[src/rtl/ws281x_pkg.sv]
// ws281x_pkg: shared definitions for the WS281x serial receiver.
//   - rx_state_e      : receiver FSM state encoding
//   - NumBitsRgb/Rgbw : the only legal LED word widths
//   - Default*        : timing constants (clk cycles) for a 50 MHz clock
//   - num_bits_legal(): elaboration-time check of the word width
package ws281x_pkg;

    typedef enum logic [1:0] {
        S_SYNC = 2'd0,
        S_IDLE = 2'd1,
        S_HIGH = 2'd2,
        S_LOW  = 2'd3
    } rx_state_e;

    localparam int unsigned NumBitsRgb  = 24;
    localparam int unsigned NumBitsRgbw = 32;

    // 50 MHz: 0/1 threshold 500 ns, high pulse 100 ns .. 1 us, reset gap 50 us
    localparam int unsigned DefaultThr  = 25;
    localparam int unsigned DefaultHmin = 5;
    localparam int unsigned DefaultHmax = 50;
    localparam int unsigned DefaultRst  = 2500;

    function automatic bit num_bits_legal(input int unsigned n);
        return (n == NumBitsRgb) || (n == NumBitsRgbw);
    endfunction

endpackage

[src/rtl/ws281x_rx_fifo.sv]
// ws281x_rx_fifo: count-based synchronous FIFO holding received LED words.
// Ports:
//   clk, reset_n    : clock, asynchronous active-low reset
//   wr_en, wr_data  : push request and word
//   rd_en           : pop request (ignored while empty)
//   rd_data         : head word, zero while empty
//   empty           : FIFO holds no words
//   drop            : push refused because full with no same-cycle pop
module ws281x_rx_fifo #(
    parameter int unsigned WIDTH = 24,
    parameter int unsigned DEPTH = 4
) (
    input  logic             clk,
    input  logic             reset_n,
    input  logic             wr_en,
    input  logic [WIDTH-1:0] wr_data,
    input  logic             rd_en,
    output logic [WIDTH-1:0] rd_data,
    output logic             empty,
    output logic             drop
);

    localparam int unsigned AW = (DEPTH > 1) ? $clog2(DEPTH) : 1;
    localparam logic [AW:0] DepthCnt = (AW + 1)'(DEPTH);

    if ((DEPTH < 2) || ((DEPTH & (DEPTH - 1)) != 0)) begin : g_bad_depth
        $error("FIFO depth must be a power of two and at least 2");
    end

    logic [WIDTH-1:0] mem [DEPTH];
    logic [AW-1:0]    wr_ptr_q, wr_ptr_d;
    logic [AW-1:0]    rd_ptr_q, rd_ptr_d;
    logic [AW:0]      count_q, count_d;
    logic             full;
    logic             pop;
    logic             push_ok;

    assign empty   = (count_q == '0);
    assign full    = (count_q == DepthCnt);
    assign pop     = rd_en && !empty;
    // A pop in the same cycle frees the slot, so a full FIFO still accepts.
    assign push_ok = wr_en && (!full || pop);
    assign drop    = wr_en && full && !pop;
    assign rd_data = empty ? '0 : mem[rd_ptr_q];

    always_comb begin
        wr_ptr_d = wr_ptr_q;
        rd_ptr_d = rd_ptr_q;
        count_d  = count_q;
        if (push_ok) begin
            wr_ptr_d = wr_ptr_q + AW'(1);
        end
        if (pop) begin
            rd_ptr_d = rd_ptr_q + AW'(1);
        end
        if (push_ok && !pop) begin
            count_d = count_q + (AW + 1)'(1);
        end else if (!push_ok && pop) begin
            count_d = count_q - (AW + 1)'(1);
        end
    end

    always_ff @(posedge clk or negedge reset_n) begin
        if (!reset_n) begin
            wr_ptr_q <= '0;
            rd_ptr_q <= '0;
            count_q  <= '0;
        end else begin
            wr_ptr_q <= wr_ptr_d;
            rd_ptr_q <= rd_ptr_d;
            count_q  <= count_d;
        end
    end

    // Storage needs no reset: rd_data is masked while empty.
    always_ff @(posedge clk) begin
        if (push_ok) begin
            mem[wr_ptr_q] <= wr_data;
        end
    end

endmodule

[src/rtl/ws281x_rx.sv]
// ws281x_rx: WS281x single-wire LED data receiver.
// Decodes high-pulse widths on rxd into NUM_BITS words (MSB first), queues them in a
// FIFO and flags frame ends and protocol errors.
// Parameters: NUM_BITS (24 or 32), FIFO_DEPTH (power of 2, >= 2), CNT_W (timer width).
// Ports:
//   clk, reset_n                          : clock, asynchronous active-low reset
//   cfg_enb                               : receiver enable (low forces resync)
//   rxd                                   : asynchronous serial line
//   cfg_thr/cfg_hmin/cfg_hmax/cfg_rst     : timing in clk cycles
//   rx_data, rx_valid, rx_ready           : FIFO head handshake
//   rx_frame_end, err_pulse, err_partial,
//   err_ovf                               : one-cycle event pulses
//   stat_word_cnt, stat_err_cnt           : saturating statistics
// Build option: define WS281X_RX_STAT_EN to implement the statistics counters;
// otherwise they read as zero.
module ws281x_rx
    import ws281x_pkg::*;
#(
    parameter int unsigned NUM_BITS   = 24,
    parameter int unsigned FIFO_DEPTH = 4,
    parameter int unsigned CNT_W      = 16
) (
    input  logic                clk,
    input  logic                reset_n,
    input  logic                cfg_enb,
    input  logic                rxd,
    input  logic [CNT_W-1:0]    cfg_thr,
    input  logic [CNT_W-1:0]    cfg_hmin,
    input  logic [CNT_W-1:0]    cfg_hmax,
    input  logic [CNT_W-1:0]    cfg_rst,
    output logic [NUM_BITS-1:0] rx_data,
    output logic                rx_valid,
    input  logic                rx_ready,
    output logic                rx_frame_end,
    output logic                err_pulse,
    output logic                err_partial,
    output logic                err_ovf,
    output logic [15:0]         stat_word_cnt,
    output logic [15:0]         stat_err_cnt
);

    localparam int unsigned BCW = $clog2(NUM_BITS + 1);
    localparam logic [BCW-1:0] BitsFull = BCW'(NUM_BITS);

    if (!num_bits_legal(NUM_BITS)) begin : g_bad_num_bits
        $error("NUM_BITS must be 24 or 32");
    end

    // Line synchronizer and edge detector
    logic rxd_meta_q, rxd_sync_q, rxd_prev_q;
    logic rise, fall;

    always_ff @(posedge clk or negedge reset_n) begin
        if (!reset_n) begin
            rxd_meta_q <= 1'b0;
            rxd_sync_q <= 1'b0;
            rxd_prev_q <= 1'b0;
        end else begin
            rxd_meta_q <= rxd;
            rxd_sync_q <= rxd_meta_q;
            rxd_prev_q <= rxd_sync_q;
        end
    end

    assign rise = rxd_sync_q && !rxd_prev_q;
    assign fall = !rxd_sync_q && rxd_prev_q;

    // Decoder FSM
    rx_state_e           state_q, state_d;
    logic [CNT_W-1:0]    cnt_q, cnt_d, cnt_inc;
    logic [BCW-1:0]      bit_cnt_q, bit_cnt_d, bit_cnt_inc;
    logic [NUM_BITS-1:0] shift_q, shift_d, shift_next;
    logic [NUM_BITS-1:0] word_q, word_d;
    logic                push_q, push_d;
    logic                frame_end_q, frame_end_d;
    logic                err_pulse_q, err_pulse_d;
    logic                err_partial_q, err_partial_d;
    logic                err_ovf_q;
    logic                new_bit;
    logic                fifo_empty, fifo_drop;

    assign cnt_inc     = (cnt_q == '1) ? cnt_q : cnt_q + CNT_W'(1);
    assign bit_cnt_inc = bit_cnt_q + BCW'(1);
    assign new_bit     = (cnt_q >= cfg_thr);
    assign shift_next  = {shift_q[NUM_BITS-2:0], new_bit};

    always_comb begin
        state_d       = state_q;
        cnt_d         = cnt_q;
        bit_cnt_d     = bit_cnt_q;
        shift_d       = shift_q;
        word_d        = word_q;
        push_d        = 1'b0;
        frame_end_d   = 1'b0;
        err_pulse_d   = 1'b0;
        err_partial_d = 1'b0;

        if (!cfg_enb) begin
            state_d   = S_SYNC;
            cnt_d     = '0;
            bit_cnt_d = '0;
            shift_d   = '0;
        end else begin
            unique case (state_q)
                // Wait for a full reset gap before trusting any edge.
                S_SYNC: begin
                    if (rxd_sync_q) begin
                        cnt_d = '0;
                    end else begin
                        cnt_d = cnt_inc;
                        if (cnt_inc >= cfg_rst) begin
                            state_d = S_IDLE;
                            cnt_d   = '0;
                        end
                    end
                end

                S_IDLE: begin
                    cnt_d = '0;
                    if (rise) begin
                        state_d = S_HIGH;
                        cnt_d   = CNT_W'(1);
                    end
                end

                // cnt holds the number of high cycles seen so far.
                S_HIGH: begin
                    if ((cnt_q > cfg_hmax) || (fall && (cnt_q < cfg_hmin))) begin
                        err_pulse_d = 1'b1;
                        state_d     = S_SYNC;
                        cnt_d       = '0;
                        bit_cnt_d   = '0;
                        shift_d     = '0;
                    end else if (fall) begin
                        state_d = S_LOW;
                        cnt_d   = CNT_W'(1);
                        if (bit_cnt_inc == BitsFull) begin
                            push_d    = 1'b1;
                            word_d    = shift_next;
                            bit_cnt_d = '0;
                            shift_d   = '0;
                        end else begin
                            bit_cnt_d = bit_cnt_inc;
                            shift_d   = shift_next;
                        end
                    end else begin
                        cnt_d = cnt_inc;
                    end
                end

                S_LOW: begin
                    if (rise) begin
                        state_d = S_HIGH;
                        cnt_d   = CNT_W'(1);
                    end else begin
                        cnt_d = cnt_inc;
                        if (cnt_inc >= cfg_rst) begin
                            state_d = S_IDLE;
                            cnt_d   = '0;
                            if (bit_cnt_q == '0) begin
                                frame_end_d = 1'b1;
                            end else begin
                                err_partial_d = 1'b1;
                                bit_cnt_d     = '0;
                                shift_d       = '0;
                            end
                        end
                    end
                end

                default: begin
                    state_d = S_SYNC;
                    cnt_d   = '0;
                end
            endcase
        end
    end

    always_ff @(posedge clk or negedge reset_n) begin
        if (!reset_n) begin
            state_q       <= S_SYNC;
            cnt_q         <= '0;
            bit_cnt_q     <= '0;
            shift_q       <= '0;
            word_q        <= '0;
            push_q        <= 1'b0;
            frame_end_q   <= 1'b0;
            err_pulse_q   <= 1'b0;
            err_partial_q <= 1'b0;
            err_ovf_q     <= 1'b0;
        end else begin
            state_q       <= state_d;
            cnt_q         <= cnt_d;
            bit_cnt_q     <= bit_cnt_d;
            shift_q       <= shift_d;
            word_q        <= word_d;
            push_q        <= push_d;
            frame_end_q   <= frame_end_d;
            err_pulse_q   <= err_pulse_d;
            err_partial_q <= err_partial_d;
            err_ovf_q     <= fifo_drop;
        end
    end

    // Completed words enter the FIFO one cycle after their last bit.
    ws281x_rx_fifo #(
        .WIDTH (NUM_BITS),
        .DEPTH (FIFO_DEPTH)
    ) u_fifo (
        .clk     (clk),
        .reset_n (reset_n),
        .wr_en   (push_q),
        .wr_data (word_q),
        .rd_en   (rx_ready),
        .rd_data (rx_data),
        .empty   (fifo_empty),
        .drop    (fifo_drop)
    );

    assign rx_valid     = !fifo_empty;
    assign rx_frame_end = frame_end_q;
    assign err_pulse    = err_pulse_q;
    assign err_partial  = err_partial_q;
    assign err_ovf      = err_ovf_q;

`ifdef WS281X_RX_STAT_EN
    logic [15:0] word_cnt_q, word_cnt_d;
    logic [15:0] err_cnt_q, err_cnt_d;
    logic [16:0] err_sum;

    // Several error kinds may coincide; each counts as its own event.
    always_comb begin
        word_cnt_d = word_cnt_q;
        if (push_q && !fifo_drop && (word_cnt_q != 16'hFFFF)) begin
            word_cnt_d = word_cnt_q + 16'd1;
        end
        err_sum = {1'b0, err_cnt_q} + {16'd0, err_pulse_q} + {16'd0, err_partial_q}
                + {16'd0, err_ovf_q};
        err_cnt_d = err_sum[16] ? 16'hFFFF : err_sum[15:0];
    end

    always_ff @(posedge clk or negedge reset_n) begin
        if (!reset_n) begin
            word_cnt_q <= '0;
            err_cnt_q  <= '0;
        end else begin
            word_cnt_q <= word_cnt_d;
            err_cnt_q  <= err_cnt_d;
        end
    end

    assign stat_word_cnt = word_cnt_q;
    assign stat_err_cnt  = err_cnt_q;
`else
    assign stat_word_cnt = '0;
    assign stat_err_cnt  = '0;
`endif

endmodule

[config.mk]
export PLATFORM = sky130hd
export DESIGN_NAME = ws281x_rx
export DESIGN_NICKNAME = d
export VERILOG_FILES = /design/src/rtl/ws281x_pkg.sv /design/src/rtl/ws281x_rx_fifo.sv /design/src/rtl/ws281x_rx.sv
export SDC_FILE = /design/constraint.sdc
export NUM_CORES = 1
export LEC_CHECK = 0
export ABC_CLOCK_PERIOD_IN_PS = 4700
export CAP_MARGIN = 20
export CORE_MARGIN = 4
export CORE_UTILIZATION = 57
export CTS_BUF_LIST = sky130_fd_sc_hd__clkbuf_2 sky130_fd_sc_hd__clkbuf_4 sky130_fd_sc_hd__clkbuf_8
export DETAILED_ROUTE_END_ITERATION = 16
export PLACE_DENSITY = 0.83
export SYNTH_ARGS = -nofsm -noshare
export SYNTH_HDL_FRONTEND = slang
export SYNTH_HIERARCHICAL = 1
export SYNTH_SLANG_ARGS = --single-unit
[constraint.sdc]
create_clock -name clk -period 4.7 [get_ports clk]
set_input_delay 0.94 -clock clk [delete_from_list [all_inputs] [get_ports clk]]
set_output_delay 0.94 -clock clk [all_outputs]
set_load 0.05 [all_outputs]
### After elaboration in Yosys (flattened, before gate mapping)

Memory sizes are Yosys's and may differ from the RTL's.
Cells that the tools add are included.

* register bits after elaboration: 85
* memory bits (writable): 96
* memories kept: 1

Memories
* u_fifo.mem: depth 4, width 24, read ports 1, clocked after Yosys merged registers in 0, write ports 1, RTL line ws281x_rx_fifo.sv:30 `logic [WIDTH-1:0] mem [DEPTH];`

* $add $sub $neg: 6
* order comparisons: 4
* eq/ne operators: 13
* mux-type cells: 56
* bitwise logic cells: 1
* reduce and logical (&&, ||, !) cells: 24

Operator list (number)
* two-way mux 23 bit: 7
* two-way mux 16 bit: 7
* case mux 16 bit (4 select lines): 1
* case mux 23 bit (2 select lines): 1
* two-way mux 5 bit: 7
* greater-or-equal comparator 16 bit: 2
* two-way mux 24 bit: 1
* two-way mux 1 bit: 21
* adder 16 x 1 -> 16 bit, second input constant: 1
* == test 16 bit, second input constant: 1
* greater-than comparator 16 bit: 1
* less-than comparator 16 bit: 1
* inequality test 3 bit, second input constant: 5
* two-way mux 2 bit: 7
* case mux 5 bit (2 select lines): 1
* AND reduction 5 bit: 2
* logical AND 1 bit: 9
* case mux 2 bit (4 select lines): 1
* zero test 1 bit: 6
* two-way mux 3 bit: 2
* adder 5 x 1 -> 5 bit, second input constant: 1
* == test 5 bit, second input constant: 1
* zero test 5 bit: 1
* adder 2 x 1 -> 2 bit, second input constant: 2
* 13 further kinds: 15

### Depth between registers and ports, before layout

* depth in word-level cells: 9
* gate-level depth with buffers: 16
* depth with buffers taken out: 15

### Cells and area by module

The synthesis kept the hierarchy.

Modules (own cells, without submodules)
* ws281x_rx: times used 1, cells each 530, area an instance 5315.1 sq um, sequential area each 1951.9 sq um
* ws281x_rx_fifo: times used 1, cells each 189, area an instance 4085.2 sq um, sequential area each 3057.9 sq um

### Worst setup path before layout

OpenSTA, ideal clock, no wires.

* path type: register to register
* start: register cnt_q[3]
* end: register cnt_q[2]
* setup time: 0.086 ns
* arrival: 3.419 ns
* path slack: 1.195 ns
* cell stages (with the launch flop): 15
* clock period less this slack: 3.505 ns
* cells stage by stage: dfrtp_1 and4_1 nand3_1 nor4_4 xnor2_1 inv_1 ha_1 nand2b_1 a2111o_1 o2111ai_1 and3_1 nand2_1 a221o_1 buf_2 nor3_1

* cells in the longest elaborated chain, start to end: 7
* elaborated cells on any way between the ends: 15

Ends and longest elaborated chain
* start: declaration: RTL line ws281x_rx.sv:70 `logic [CNT_W-1:0] cnt_q, cnt_d, cnt_inc;`
* start signal: assignment: RTL line ws281x_rx.sv:193 `cnt_q <= cnt_d;`
* adder 16 x 1 -> 16 bit / == test 16 bit (equally long branches): RTL line ws281x_rx.sv:82 `assign cnt_inc = (cnt_q == '1) ? cnt_q : cnt_q + CNT_W'(1);`
* two-way mux 16 bit: RTL line ws281x_rx.sv:82
* greater-or-equal comparator 16 bit: RTL line ws281x_rx.sv:111, ws281x_rx.sv:157
* two-way mux 16 bit: RTL line ws281x_rx.sv:111, ws281x_rx.sv:157
* two-way mux 16 bit (on tied branches): RTL line ws281x_rx.sv:152, ws281x_rx.sv:107
* case mux 16 bit (4 select lines) (*): RTL line ws281x_rx.sv:104 `unique case (state_q)`
* two-way mux 16 bit (*): RTL line ws281x_rx.sv:98 `if (!cfg_enb) begin`
* via cnt_d[2]: RTL line ws281x_rx.sv:70

The timed path passes the listed nets; every way through them passes the cells marked *.
A chain may end at the register's enable or synchronous reset.

### Final worst setup path

* start: register cnt_q[5]
* end: register cnt_q[3]

Same word-level chain as after synthesis.

==> impl_metrics.env <==
export IMPL_cts_tree="built"
export IMPL_die_w_um=136.4
export IMPL_yosys_area_top_type="edfxtp_1"
export IMPL_hp_class="in2async"
export IMPL_yosysTopAreaCellShare_pct=30.67
export IMPL_maxSlewViolCount=0
export IMPL_yosysWarnings=6
export IMPL_hold_viol=0
export IMPL_power_leakage_nw=5.010
export IMPL_row_count=46
export IMPL_post_place_ws_ns=0.5357
export IMPL_rsz0062_at_grt="no"
export IMPL_initial_core_util_pct=58.75
export IMPL_grt_pass1_vias=6142
export IMPL_seq_power_share_pct=52.2
export IMPL_maxCapViolations=0
export IMPL_pwr_share_comb_pct=16.5
export IMPL_setup_viol=0
export IMPL_ys_types=63
export IMPL_crit_slowest_cell="a221o_1"
export IMPL_num_vias=5892
export IMPL_slew_limit_headroom_pct=50.68
export IMPL_synthArstFlopShare_pct=46.96
export IMPL_crit_family="simple AND/OR/NAND/NOR gates"
export IMPL_firstDrtPassIters=5
export IMPL_finClkSkew_ns=0.01017
export IMPL_yosysMostFrequentCell="edfxtp_1"
export IMPL_outcome="finished clean"
export IMPL_setup_tns_ns=0
export IMPL_clkSinkCount=181
export IMPL_cp_end_kind="flop"
export IMPL_track_usage_pct=21.38
export IMPL_swShare_pct=27.28
export IMPL_cts_hold_buf=0
export IMPL_period_needed_ns=4.187
export IMPL_crit_top_cell="and3_1"
export IMPL_synth_area_leaders="edfxtp_1 (31%), dfrtp_1 (23%), ha_1 (9.5%)"
export IMPL_drcViolationCount=0
export IMPL_vdd_ir_drop_max_v=0.0003388
export IMPL_p_clk_share_pct=31.3
export IMPL_synth_edf_count=96
export IMPL_path_class="reg2reg"
export IMPL_grt_remaining_overflow=0
export IMPL_critical_path_arrival_ns=4.49
export IMPL_dieArea_um2=18610
export IMPL_cts_buffer_depth=2
export IMPL_drt_iter0_drc=362
export IMPL_setup_ws_ns=0.5133
export IMPL_drive_gt1_share_pct=12.20
export IMPL_grt_start_max_net_pins=86
export IMPL_clock_latency_ns=0.44
export IMPL_syn_to_final_growth_pct=15.28
export IMPL_n_antenna_cell=0
export IMPL_critical_path_buf_inv_count=1
export IMPL_antenna_found_initial=0
export IMPL_wl_um=18790
export IMPL_final_util_pct=67.73
export IMPL_path_cells="and4_1 > nand3_1 > nor3_1 > and3_1 > mux2i_1 > inv_1 > ha_1 > nand4_1 > nor4_1 > o2111ai_1 > and3_1 > nand2b_1 > a221o_1 > nor2b_1"
export IMPL_clk_pin_slew_ns=0.09
export IMPL_net_switching_power_uw=895.8
export IMPL_p_int_mw=2.388
export IMPL_fill_cells=1136
export IMPL_cp_max_fo=15
export IMPL_post_drt_wl_per_cell_um=17.86
export IMPL_ys_seq_area_share_pct=53.29
export IMPL_synth_cells=719
export IMPL_ant_nets=0
export IMPL_pwr_density_cell_nw_per_um2=303.0
export IMPL_worst_slew_pin_slew_ns=0.7330
export IMPL_port_buffers=97
export IMPL_synth_avg_cell_area_um2=13.07
export IMPL_period_share_pct=89.08
export IMPL_synth_seq_cells=181
export IMPL_worstPathRequired_ns=5.01
export IMPL_cts_buffers=17
export IMPL_dp_hpwl_um=13700
export IMPL_nets=964
export IMPL_max_stage_delay_ns=0.53
export IMPL_grt_first_pass_wirelength_um=30890
export IMPL_startpoint_type="flop"
export IMPL_synth_ff_type="edfxtp_1"
export IMPL_netlist_area_um2=9400
export IMPL_ios=130
export IMPL_gp_congestion=0.8892
export IMPL_via_per_inst=5.601
export IMPL_core_area_um2=16000
export IMPL_die_y_um=136.4
export IMPL_htree_levels=4
export IMPL_fmax_mhz=238.9
export IMPL_post_cts_setup_buffers=0
export IMPL_cts_root_buf="clkbuf_8"
export IMPL_cts_resized=0
export IMPL_synth_commonest_cells="edfxtp_1 (96), dfrtp_1 (85), inv_1 (77)"
-- layout make-up --
cell class	count	area [µm²]	share of cell area, %
Inverter	77	289.0	2.667
Timing Repair Buffer	108	1079	9.953
Sequential cell	181	5010	46.23
Clock buffer	18	241.5	2.228
Multi-Input combinational cell	438	3800	35.07
Tap cell	216	270.3	2.494
Clock inverter	14	147.6	1.362
-- through the flow --
stage	total power, mW	std cells	hold WS (ns)	cell area [µm²]
finish	3.284	1052	0.3217	10840
global route	3.438	1052	0.3004	10840
CTS	3.302	1050	0.3609	10790
detailed placement	2.287	1018	0.3389	10410
global placement	2.265	1018	0.3364	10410
floorplan	2.179	750	0.3312	9517
-- power groups by stage --
stage          registers [mW]  logic [mW]  clock network [mW]
2_1_floorplan            1.74       0.442                   0
3_3_place_gp             1.74       0.521                   0
3_5_place_dp             1.75       0.539                   0
4_1_cts                  1.71       0.539                1.05
5_1_grt                  1.72       0.591                1.13
6_report                 1.71       0.543                1.03
-- cells in the final DEF, fill, tap and decap left out, types with 5 or more instances in the layout --
master,synthesis,routed
a211oi_1,5,5
a21o_1,8,8
a21oi_1,25,25
a22o_1,23,23
and2_1,6,6
and3_1,6,6
buf_4,32,10
clkbuf_8,0,17
clkdlybuf4s50_1,0,96
conb_1,1,32
dfrtp_1,85,85
edfxtp_1,96,96
ha_1,71,71
inv_1,77,77
mux2_2,7,7
mux2_4,19,19
mux2i_1,5,5
mux4_2,24,24
nand2_1,27,27
nand2b_1,9,9
nand3_1,11,11
nand4_1,14,14
nor2_1,23,23
nor2b_1,39,39
nor3_1,6,6
o21ai_0,13,13
xnor2_1,9,9
xor2_1,9,9
-- worst paths after layout --
path	end	cells past startpoint	slack, ns	from
setup / recovery	cnt_q[3]$_DFF_PN0_	14	0.51	cnt_q[5]$_DFF_PN0_
hold / removal	rxd_meta_q$_DFF_PN0_	1	0.32	reset_n
setup reg to reg	cnt_q[3]$_DFF_PN0_	14	0.51	cnt_q[5]$_DFF_PN0_
hold reg to reg	rxd_sync_q$_DFF_PN0_	0	0.36	rxd_meta_q$_DFF_PN0_
max in group asynchronous	shift_q[12]$_DFFE_PN0P_	2	3.78	reset_n
min in group clk	rxd_sync_q$_DFF_PN0_	0	0.36	rxd_meta_q$_DFF_PN0_
-- registers in the layout, summed over array words and instances (netlist names) --
name / flops
bit_cnt_q: 5
cnt_q: 16
err_ovf: 1
err_partial: 1
err_pulse: 1
push_q: 1
rx_frame_end: 1
rxd_meta_q: 1
rxd_prev_q: 1
rxd_sync_q: 1
shift_q: 23
state_q: 2
u_fifo/count_q: 3
u_fifo/mem: 96
u_fifo/rd_ptr_q: 2
u_fifo/wr_ptr_q: 2
word_q: 24
-- metal layers --
| layer | share of wire [%] | global-route usage (%) | wire, µm |
|---|---|---|---|
| met5 | 0 | 0 | 0 |
| met4 | 2.1 | 7.951 | 402 |
| met3 | 5.1 | 3.812 | 958 |
| met2 | 52 | 36.57 | 9859 |
| met1 | 40 | 27.40 | 7565 |
-- logic make-up after synthesis --
kind of cell	after synthesis	share of synthesized area, %
other cells	1	0.03989
simple gates	162	9.943
compound gates	98	7.520
buf+inv	131	7.587
xor+xnor	18	1.677
mux	56	10.28
fa+ha+maj	72	9.663
flops	181	53.29
Power figures use the tool's default switching activity.
